**config.mk**
```make
export PLATFORM = sky130hd
export DESIGN_NAME = trapezoid_feeder
export DESIGN_NICKNAME = d
export VERILOG_FILES = /design/src/rtl/trapezoid_feeder.sv
export SDC_FILE = /design/constraint.sdc
export NUM_CORES = 1
export LEC_CHECK = 0
export CAP_MARGIN = 20
export CORE_AREA = 2 2 118 120
export CTS_CLUSTER_DIAMETER = 120
export DETAILED_ROUTE_END_ITERATION = 16
export DIE_AREA = 0 0 120 122
export HOLD_SLACK_MARGIN = 0.12
export PLACE_DENSITY = 0.73
export SYNTH_ARGS = -nofsm -noshare
export SYNTH_HDL_FRONTEND = slang
export SYNTH_SLANG_ARGS = --single-unit
```
**constraint.sdc**
```tcl
create_clock -name clk -period 5.32 [get_ports clk]
set_input_delay 1.064 -clock clk [delete_from_list [all_inputs] [get_ports clk]]
set_output_delay 1.064 -clock clk [all_outputs]
set_load 0.01 [all_outputs]
```
**src/rtl/trapezoid_feeder.sv**
```systemverilog
// Host-side feeder for the trapezoid rasterizer: accepts a descriptor,
// streams its four vertices on nt/xi/yi, counts po pixels, reports done.
module trapezoid_feeder #(
    parameter int TIMEOUT = 65535,
    parameter int CNT_W   = 16
) (
    input  logic             clk,
    input  logic             reset,
    input  logic             desc_valid,
    output logic             desc_ready,
    input  logic [7:0]       desc_xul,
    input  logic [7:0]       desc_xur,
    input  logic [7:0]       desc_yu,
    input  logic [7:0]       desc_xdl,
    input  logic [7:0]       desc_xdr,
    input  logic [7:0]       desc_yd,
    output logic             nt,
    output logic [7:0]       xi,
    output logic [7:0]       yi,
    input  logic             busy,
    input  logic             po,
    output logic             done,
    output logic [CNT_W-1:0] pix_cnt,
    output logic             err,
    output logic             timeout
);

    localparam int WC_W = $clog2(TIMEOUT + 1);
    localparam logic [CNT_W-1:0] PIX_MAX = '1;
    localparam logic [WC_W-1:0] WC_LAST = WC_W'(TIMEOUT - 1);

    typedef enum logic [2:0] {
        IDLE,
        V0,
        V1,
        V2,
        V3,
        WAIT,
        FIN
    } state_t;

    typedef struct packed {
        logic [7:0] xul;
        logic [7:0] xur;
        logic [7:0] yu;
        logic [7:0] xdl;
        logic [7:0] xdr;
        logic [7:0] yd;
    } desc_t;

    state_t           state, state_d;
    desc_t            dsc_q, dsc_d;
    logic [WC_W-1:0]  wcnt_q, wcnt_d;
    logic             seen_q, seen_d;
    logic             nt_d, done_d, err_d, timeout_d, ready_d;
    logic [7:0]       xi_d, yi_d;
    logic [CNT_W-1:0] pix_d;
    logic             accept, geom_ok;

    assign accept  = desc_valid && !busy;
    assign geom_ok = ($signed(desc_xul) <= $signed(desc_xur))
                  && ($signed(desc_xdl) <= $signed(desc_xdr))
                  && ($signed(desc_yd)  <= $signed(desc_yu));

    // Output registers are loaded with the value belonging to the next state,
    // so each vertex appears on the bus for the whole cycle of its state.
    always_comb begin
        state_d   = state;
        dsc_d     = dsc_q;
        wcnt_d    = wcnt_q;
        seen_d    = seen_q;
        nt_d      = 1'b0;
        done_d    = 1'b0;
        err_d     = err;
        timeout_d = timeout;
        ready_d   = desc_ready;
        xi_d      = xi;
        yi_d      = yi;
        pix_d     = pix_cnt;
        unique case (state)
            IDLE: begin
                if (accept) begin
                    dsc_d     = '{desc_xul, desc_xur, desc_yu,
                                  desc_xdl, desc_xdr, desc_yd};
                    pix_d     = '0;
                    err_d     = 1'b0;
                    timeout_d = 1'b0;
                    seen_d    = 1'b0;
                    ready_d   = 1'b0;
                    if (geom_ok) begin
                        state_d = V0;
                        nt_d    = 1'b1;
                        xi_d    = desc_xul;
                        yi_d    = desc_yu;
                    end else begin
                        state_d = FIN;
                        err_d   = 1'b1;
                        done_d  = 1'b1;
                    end
                end
            end
            V0: begin
                state_d = V1;
                xi_d    = dsc_q.xur;
                yi_d    = dsc_q.yu;
            end
            V1: begin
                state_d = V2;
                xi_d    = dsc_q.xdl;
                yi_d    = dsc_q.yd;
            end
            V2: begin
                state_d = V3;
                xi_d    = dsc_q.xdr;
                yi_d    = dsc_q.yd;
            end
            V3: begin
                state_d = WAIT;
                wcnt_d  = '0;
            end
            WAIT: begin
                if (po && pix_cnt != PIX_MAX) begin
                    pix_d = pix_cnt + 1'b1;
                end
                if (busy) begin
                    seen_d = 1'b1;
                end
                if (!busy && seen_q) begin
                    state_d = FIN;
                    done_d  = 1'b1;
                end else if (wcnt_q == WC_LAST) begin
                    state_d   = FIN;
                    done_d    = 1'b1;
                    timeout_d = 1'b1;
                end else begin
                    wcnt_d = wcnt_q + 1'b1;
                end
            end
            FIN: begin
                state_d = IDLE;
                ready_d = 1'b1;
            end
            default: begin
                state_d = IDLE;
                ready_d = 1'b1;
            end
        endcase
    end

    always_ff @(posedge clk) begin
        if (reset) begin
            state      <= IDLE;
            dsc_q      <= '0;
            wcnt_q     <= '0;
            seen_q     <= 1'b0;
            nt         <= 1'b0;
            xi         <= '0;
            yi         <= '0;
            done       <= 1'b0;
            pix_cnt    <= '0;
            err        <= 1'b0;
            timeout    <= 1'b0;
            desc_ready <= 1'b1;
        end else begin
            state      <= state_d;
            dsc_q      <= dsc_d;
            wcnt_q     <= wcnt_d;
            seen_q     <= seen_d;
            nt         <= nt_d;
            xi         <= xi_d;
            yi         <= yi_d;
            done       <= done_d;
            pix_cnt    <= pix_d;
            err        <= err_d;
            timeout    <= timeout_d;
            desc_ready <= ready_d;
        end
    end

endmodule

```
==> results.toml, run 1 <==
[power]
clockPowerShare = 0.238
irDropWorstVdd_v = 0.000175
p_per_area_nw_per_um2 = 378
p_leak_nw = 2.46
switching_share = 0.350
p_int_mw = 1.57
p_comb_frac = 0.382
netSwitchingPower_mw = 0.847
seqPwrFrac = 0.380

[setup_path]
endpoint_kind = "register"
critPathSlowestCell = "o32a_1"
slowest_delay_ns = 0.85
cp.arrival_ns = 3.81
crit_chain = "clkdlybuf4s50_1 -> inv_1 -> ha_1 -> and4_1 -> nand3_1 -> o21ai_1 -> o311ai_4 -> o32a_1 -> mux2i_1"
worstSetupPathType = "in2reg"
startpoint_type = "primary input"
required_ns = 5.58
critPathMaxFanout = 16

[cts]
numCtsBuffers = 9
hold_buffers = 0
cts_setup_buffers = 0
clk_latency_ns = 0.34
clock-sinks = 97
ctsHtreeMaxLevel = 3
cts_tree = "built"
cts_root_buffer = "clkbuf_16"
cts_resized = 0
clk_pin_slew_ns = 0.06
clock_path_buffers = 2

[timing]
period_share = 0.667
fin_setup_tns_ns = 0
finalCriticalPeriod_ns = 3.55
rsz0062_at_grt = "no"
final_max_slew_viol_count = 0
holdWs_ns = 0.453
setup_viol = 0
tightestPinTransition_ns = 0.984
finalHoldViolations = 0
fin_ws_ns = 1.77
fmax_mhz = 282
fin_skew_ns = 0.00721
slew_headroom = 0.343

[routing]
post-route-drc-count = 0
ant_nets = 0
vias = 4608
wl_per_cell_um = 14.9
drt-total-wl_um = 13200
drt_pass1_iterations = 5
dr.first_iter.drc_count = 362
vias_per_cell = 5.21

[global_routing]
grt_use_total = 0.182
antenna_found_initial = 0
grt_use_met1 = 0.264
grt_overflow = 0
grt_util_met3 = 0.0257
grt_pass1_wl_um = 21400
met2_usage = 0.276
grt_max_degree = 72
grt_pass1_vias = 4276
top_usage_layer = "met2"

[finish]
final_common_cell = "dfxtp_1"
diodes = 0
final_nets = 783
regArea_sq_um = 1940
multi_input_area_sq_um = 2900
mostFrequentLayoutCells = "97 x dfxtp_1, 92 x nand2_1, 88 x clkdlybuf4s50_1"
fin_cells = 885
syn_to_final_growth_pct = 22.3
drive_gt1_frac = 0.0525
nFillCells = 1312

[synth]
netlist_instances = 639
synthesis.area_sq_um = 5240
yosysSeqAreaShare = 0.371
ys_ff_latch = 97
synth_area_per_cell_sq_um = 8.20
synth_edf_count = 0
yosysWarningCount = 0
ys_async_sr_fraction = 0
synth_top_flop_cell = "dfxtp_1"
yosysUniqueCellTypes = 57
syn_nets = 719

[die]
fp.dieW_um = 120
die_area_sq_um = 14600
die_h_um = 122
rows = 43
coreArea_sq_um = 13500
ios = 90
floorplan.initialDensity = 0.388

[job]
maxCapViolCount = 0

[outcome]
outcome = "finished, final reports clean"

[placement]
place_ws_ns = 1.43
placedCellCount = 872
gp_congestion = 0.833
numPortBuffers = 89
dp_hpwl_um = 9380

[hold_path]
hold_path.class = "reg2reg"
## path summary, 6_finish.rpt
| kind | startpoint | cells past startpoint | slack, ns | endpoint |
|---|---|---|---|---|
| max | desc_yu[3] | 9 | 1.77 | xi[7] |
| min | dsc_q[39] | 2 | 0.45 | dsc_q[39] |
| max reg2reg | state[2] | 4 | 2.72 | xi[7] |
| min reg2reg | dsc_q[39] | 2 | 0.45 | dsc_q[39] |
## power by group through the flow
| stage | Combinational [mW] | Sequential (mW) | Clock [mW] |
|---|---|---|---|
| after floorplan | 0.633 | 0.942 | 0 |
| after global placement | 0.912 | 0.933 | 0 |
| after detailed placement | 0.919 | 0.934 | 0 |
| after CTS | 0.923 | 0.918 | 0.589 |
| after global routing | 1.01 | 0.931 | 0.614 |
| final | 0.923 | 0.918 | 0.577 |
## worst max-delay path: cells and delay by family
family | cells | cell delay, ns
AO/OA/AOI/OAI | 3 | 1.30
buffers and inverters | 2 | 0.57
adder cells (fa/ha/maj) | 1 | 0.30
AND/OR/NAND/NOR | 2 | 0.30
multiplexers | 1 | 0.27
## logic make-up (layout without fill, tap and decap cells)
kind of cell	after synthesis	after routing	share of synthesized area
compound gates	145	145	0.178
xor+xnor	26	26	0.0435
fa+ha+maj	27	27	0.0645
buf+inv	82	148	0.0753
flops	97	97	0.371
mux	25	25	0.0478
simple gates	237	237	0.220
## layer usage
layer	share of wire	routed length [um]	vias up
li1	-	-	2331
met1	0.49	6500	2159
met2	0.45	5940	107
met3	0.046	611	11
met4	0.013	170	0
met5	0	0	-
## registers in the layout (all words and copies together) (netlist names)
name	flops
desc_ready	1
done	1
dsc_q	40
err	1
nt	1
pix_cnt	16
seen_q	1
state	3
timeout	1
wcnt_q	16
xi	8
yi	8
## metrics by stage
stage | util | power, mW | cell area [sq um]
floorplan | - | 1.58 | 5240
global placement | 0.456 | 1.85 | 6150
detailed placement | 0.456 | 1.85 | 6150
CTS | 0.474 | 2.43 | 6400
global route | 0.474 | 2.56 | 6400
finish | 0.474 | 2.42 | 6400
## layout make-up
class	instances	share of cell area
Tap cell	180	0.0352
Clock buffer	12	0.0385
Sequential cell	97	0.303
Timing Repair Buffer	95	0.145
Multi-Input combinational cell	460	0.453
Clock inverter	1	0.000782
Inverter	40	0.0234
## synth_stat cells, types with 8 or more instances
cell type,n,area share
and3_1,8,0.0096
mux2i_1,25,0.048
inv_1,40,0.029
nor2_1,51,0.037
ha_1,27,0.064
xnor2_1,9,0.015
nand3_1,17,0.016
a221oi_1,9,0.015
dfxtp_1,97,0.37
o21ai_0,15,0.014
xor2_1,17,0.028
nand2_1,92,0.066
nand2b_1,15,0.018
nand4_1,13,0.016
a21oi_1,71,0.068
clkbuf_1,28,0.020
Note: power is estimated with default switching activity, not from simulation.
==> inputs of run 2 (changes only) <==
- PLACE_DENSITY: 0.73 -> 0.76
- clock period: 5.32 -> 2.8 ns (I/O delays scaled with it)
==> run 2 against run 1 <==
Clock power is 150% higher. Sequential power is 93% higher. Sequential share of layout area is 1.7 points lower. Clock skew is 0.00074 ns lower. Wire length is 5.7% higher. Flip-flop and latch count stayed put.
==> results.toml, run 2 (synthesis results as in run 1) <==
[outcome]
outcome = "finished, final reports clean"

[global_routing]
grt_pass1_vias = 4605
grt_overflow = 0
grt_use_total = 0.193
grt_max_degree = 45
grt_pass1_wl_um = 22700
antenna_found_initial = 0

[power]
p_per_area_nw_per_um2 = 747
power_mw = 5.07
p_leak_nw = 2.67
irDropWorstVdd_v = 0.000395

[finish]
nFillCells = 1230
mostFrequentLayoutCells = "97 x dfxtp_1, 92 x nand2_1, 88 x clkdlybuf4s50_1"
regMostFlops = "dsc_q"
multi_input_area_sq_um = 2910
largest_register_ffs = 40
reg_top3 = "dsc_q x40, pix_cnt x16, wcnt_q x16"
diodes = 0
final_nets = 816
fin_area_sq_um = 6790
fin_cells = 921
regArea_sq_um = 1940
final_common_cell = "dfxtp_1"
fin_util = 0.503
drive_gt1_frac = 0.101
syn_to_final_growth_pct = 29.6

[timing]
holdWs_ns = 0.454
finalCriticalPeriod_ns = 2.72
slew_headroom = 0.406
fin_setup_tns_ns = 0
finalHoldViolations = 0
fin_skew_ns = 0.00647
setup_viol = 0
period_share = 0.972
final_max_slew_viol_count = 0
fin_ws_ns = 0.0786
fmax_mhz = 367
tightestPinTransition_ns = 0.885
rsz0062_at_grt = "no"

[routing]
post-route-drc-count = 0
dr.first_iter.drc_count = 427
wl_per_cell_um = 15.2
drt-total-wl_um = 14000
drt_pass1_iterations = 5
vias_per_cell = 5.31
ant_nets = 0
vias = 4890

[cts]
cts_setup_buffers = 0
clk_latency_ns = 0.35
hold_buffers = 0
ctsHtreeMaxLevel = 3
numCtsBuffers = 9
clock_path_buffers = 2
clk_pin_slew_ns = 0.06
clock-sinks = 97
cts_tree = "built"
cts_root_buffer = "clkbuf_16"

[hold_path]
hold_path.class = "reg2reg"

[die]
ios = 90
floorplan.initialDensity = 0.388
rows = 43
coreArea_sq_um = 13500
fp.dieW_um = 120
die_area_sq_um = 14600
die_h_um = 122

[placement]
numPortBuffers = 89
dp_hpwl_um = 9930
gp_congestion = 0.848
place_ws_ns = -0.269
placed_area_sq_um = 6440
placedCellCount = 905

[setup_path]
required_ns = 3.06
worstSetupPathType = "in2reg"
startpoint_type = "primary input"
cp.arrival_ns = 2.99
endpoint_kind = "register"
critPathMaxFanout = 16

[job]
maxCapViolCount = 0
==> run 2: cell count changes in the layout (fill, tap and decap cells not counted), sizes merged <==
| cell | delta |
|---|---|
| inv | +1 |
| clkbuf | -2 |
| buf | +33 |
| bufinv | +3 |
| clkinvlp | +1 |
==> run 2: final timing paths <==
kind | startpoint | endpoint | slack (ns) | cells after the start
max | desc_xdr[5] | xi[1] | 0.08 | 9
min | dsc_q[35] | dsc_q[35] | 0.45 | 2
max reg2reg | wcnt_q[0] | wcnt_q[11] | 0.61 | 8
min reg2reg | dsc_q[35] | dsc_q[35] | 0.45 | 2
==> run 2: routing by layer <==
layer  global-route usage  part of all wire  routed length (um)  vias to the layer above
met3               0.0351             0.062                 873                       28
met2                0.308              0.46                6410                      152
met1                0.263              0.46                6410                     2297
met4               0.0647             0.020                 286                        0
li1                     -                 -                   -                     2413
met5                    0                 0                   0                        -
==> run 2: power by group <==
part / switching [mW] / total (mW) / internal (mW)
combinational: 1.01 / 1.86 / 0.859
sequential: 0.172 / 1.77 / 1.60
clock: 0.553 / 1.43 / 0.878
==> run 2: timing repair <==
item	4_1_cts	5_1_grt
endpoints found under the hold margin	0	0
endpoints found under the setup margin	0	3
gates resized for setup	0	1
==> run 2: area by class of cell <==
cell class / count / share of cell area
Timing Repair Buffer: 128 / 0.179
Tap cell: 180 / 0.0332
Clock buffer: 10 / 0.0337
Inverter: 40 / 0.0221
Clock inverter: 6 / 0.0170
Sequential cell: 97 / 0.286
Multi-Input combinational cell: 460 / 0.429
==> run 2: critical path, cell delays in order <==
cell and delay (ns):
clkdlybuf4s50_1 0.49, inv_1 0.05, ha_1 0.28, a21o_1 0.18, a2111o_1 0.40, a32o_2 0.25, o32a_1 0.39, buf_12 0.18
mux2i_1 0.19
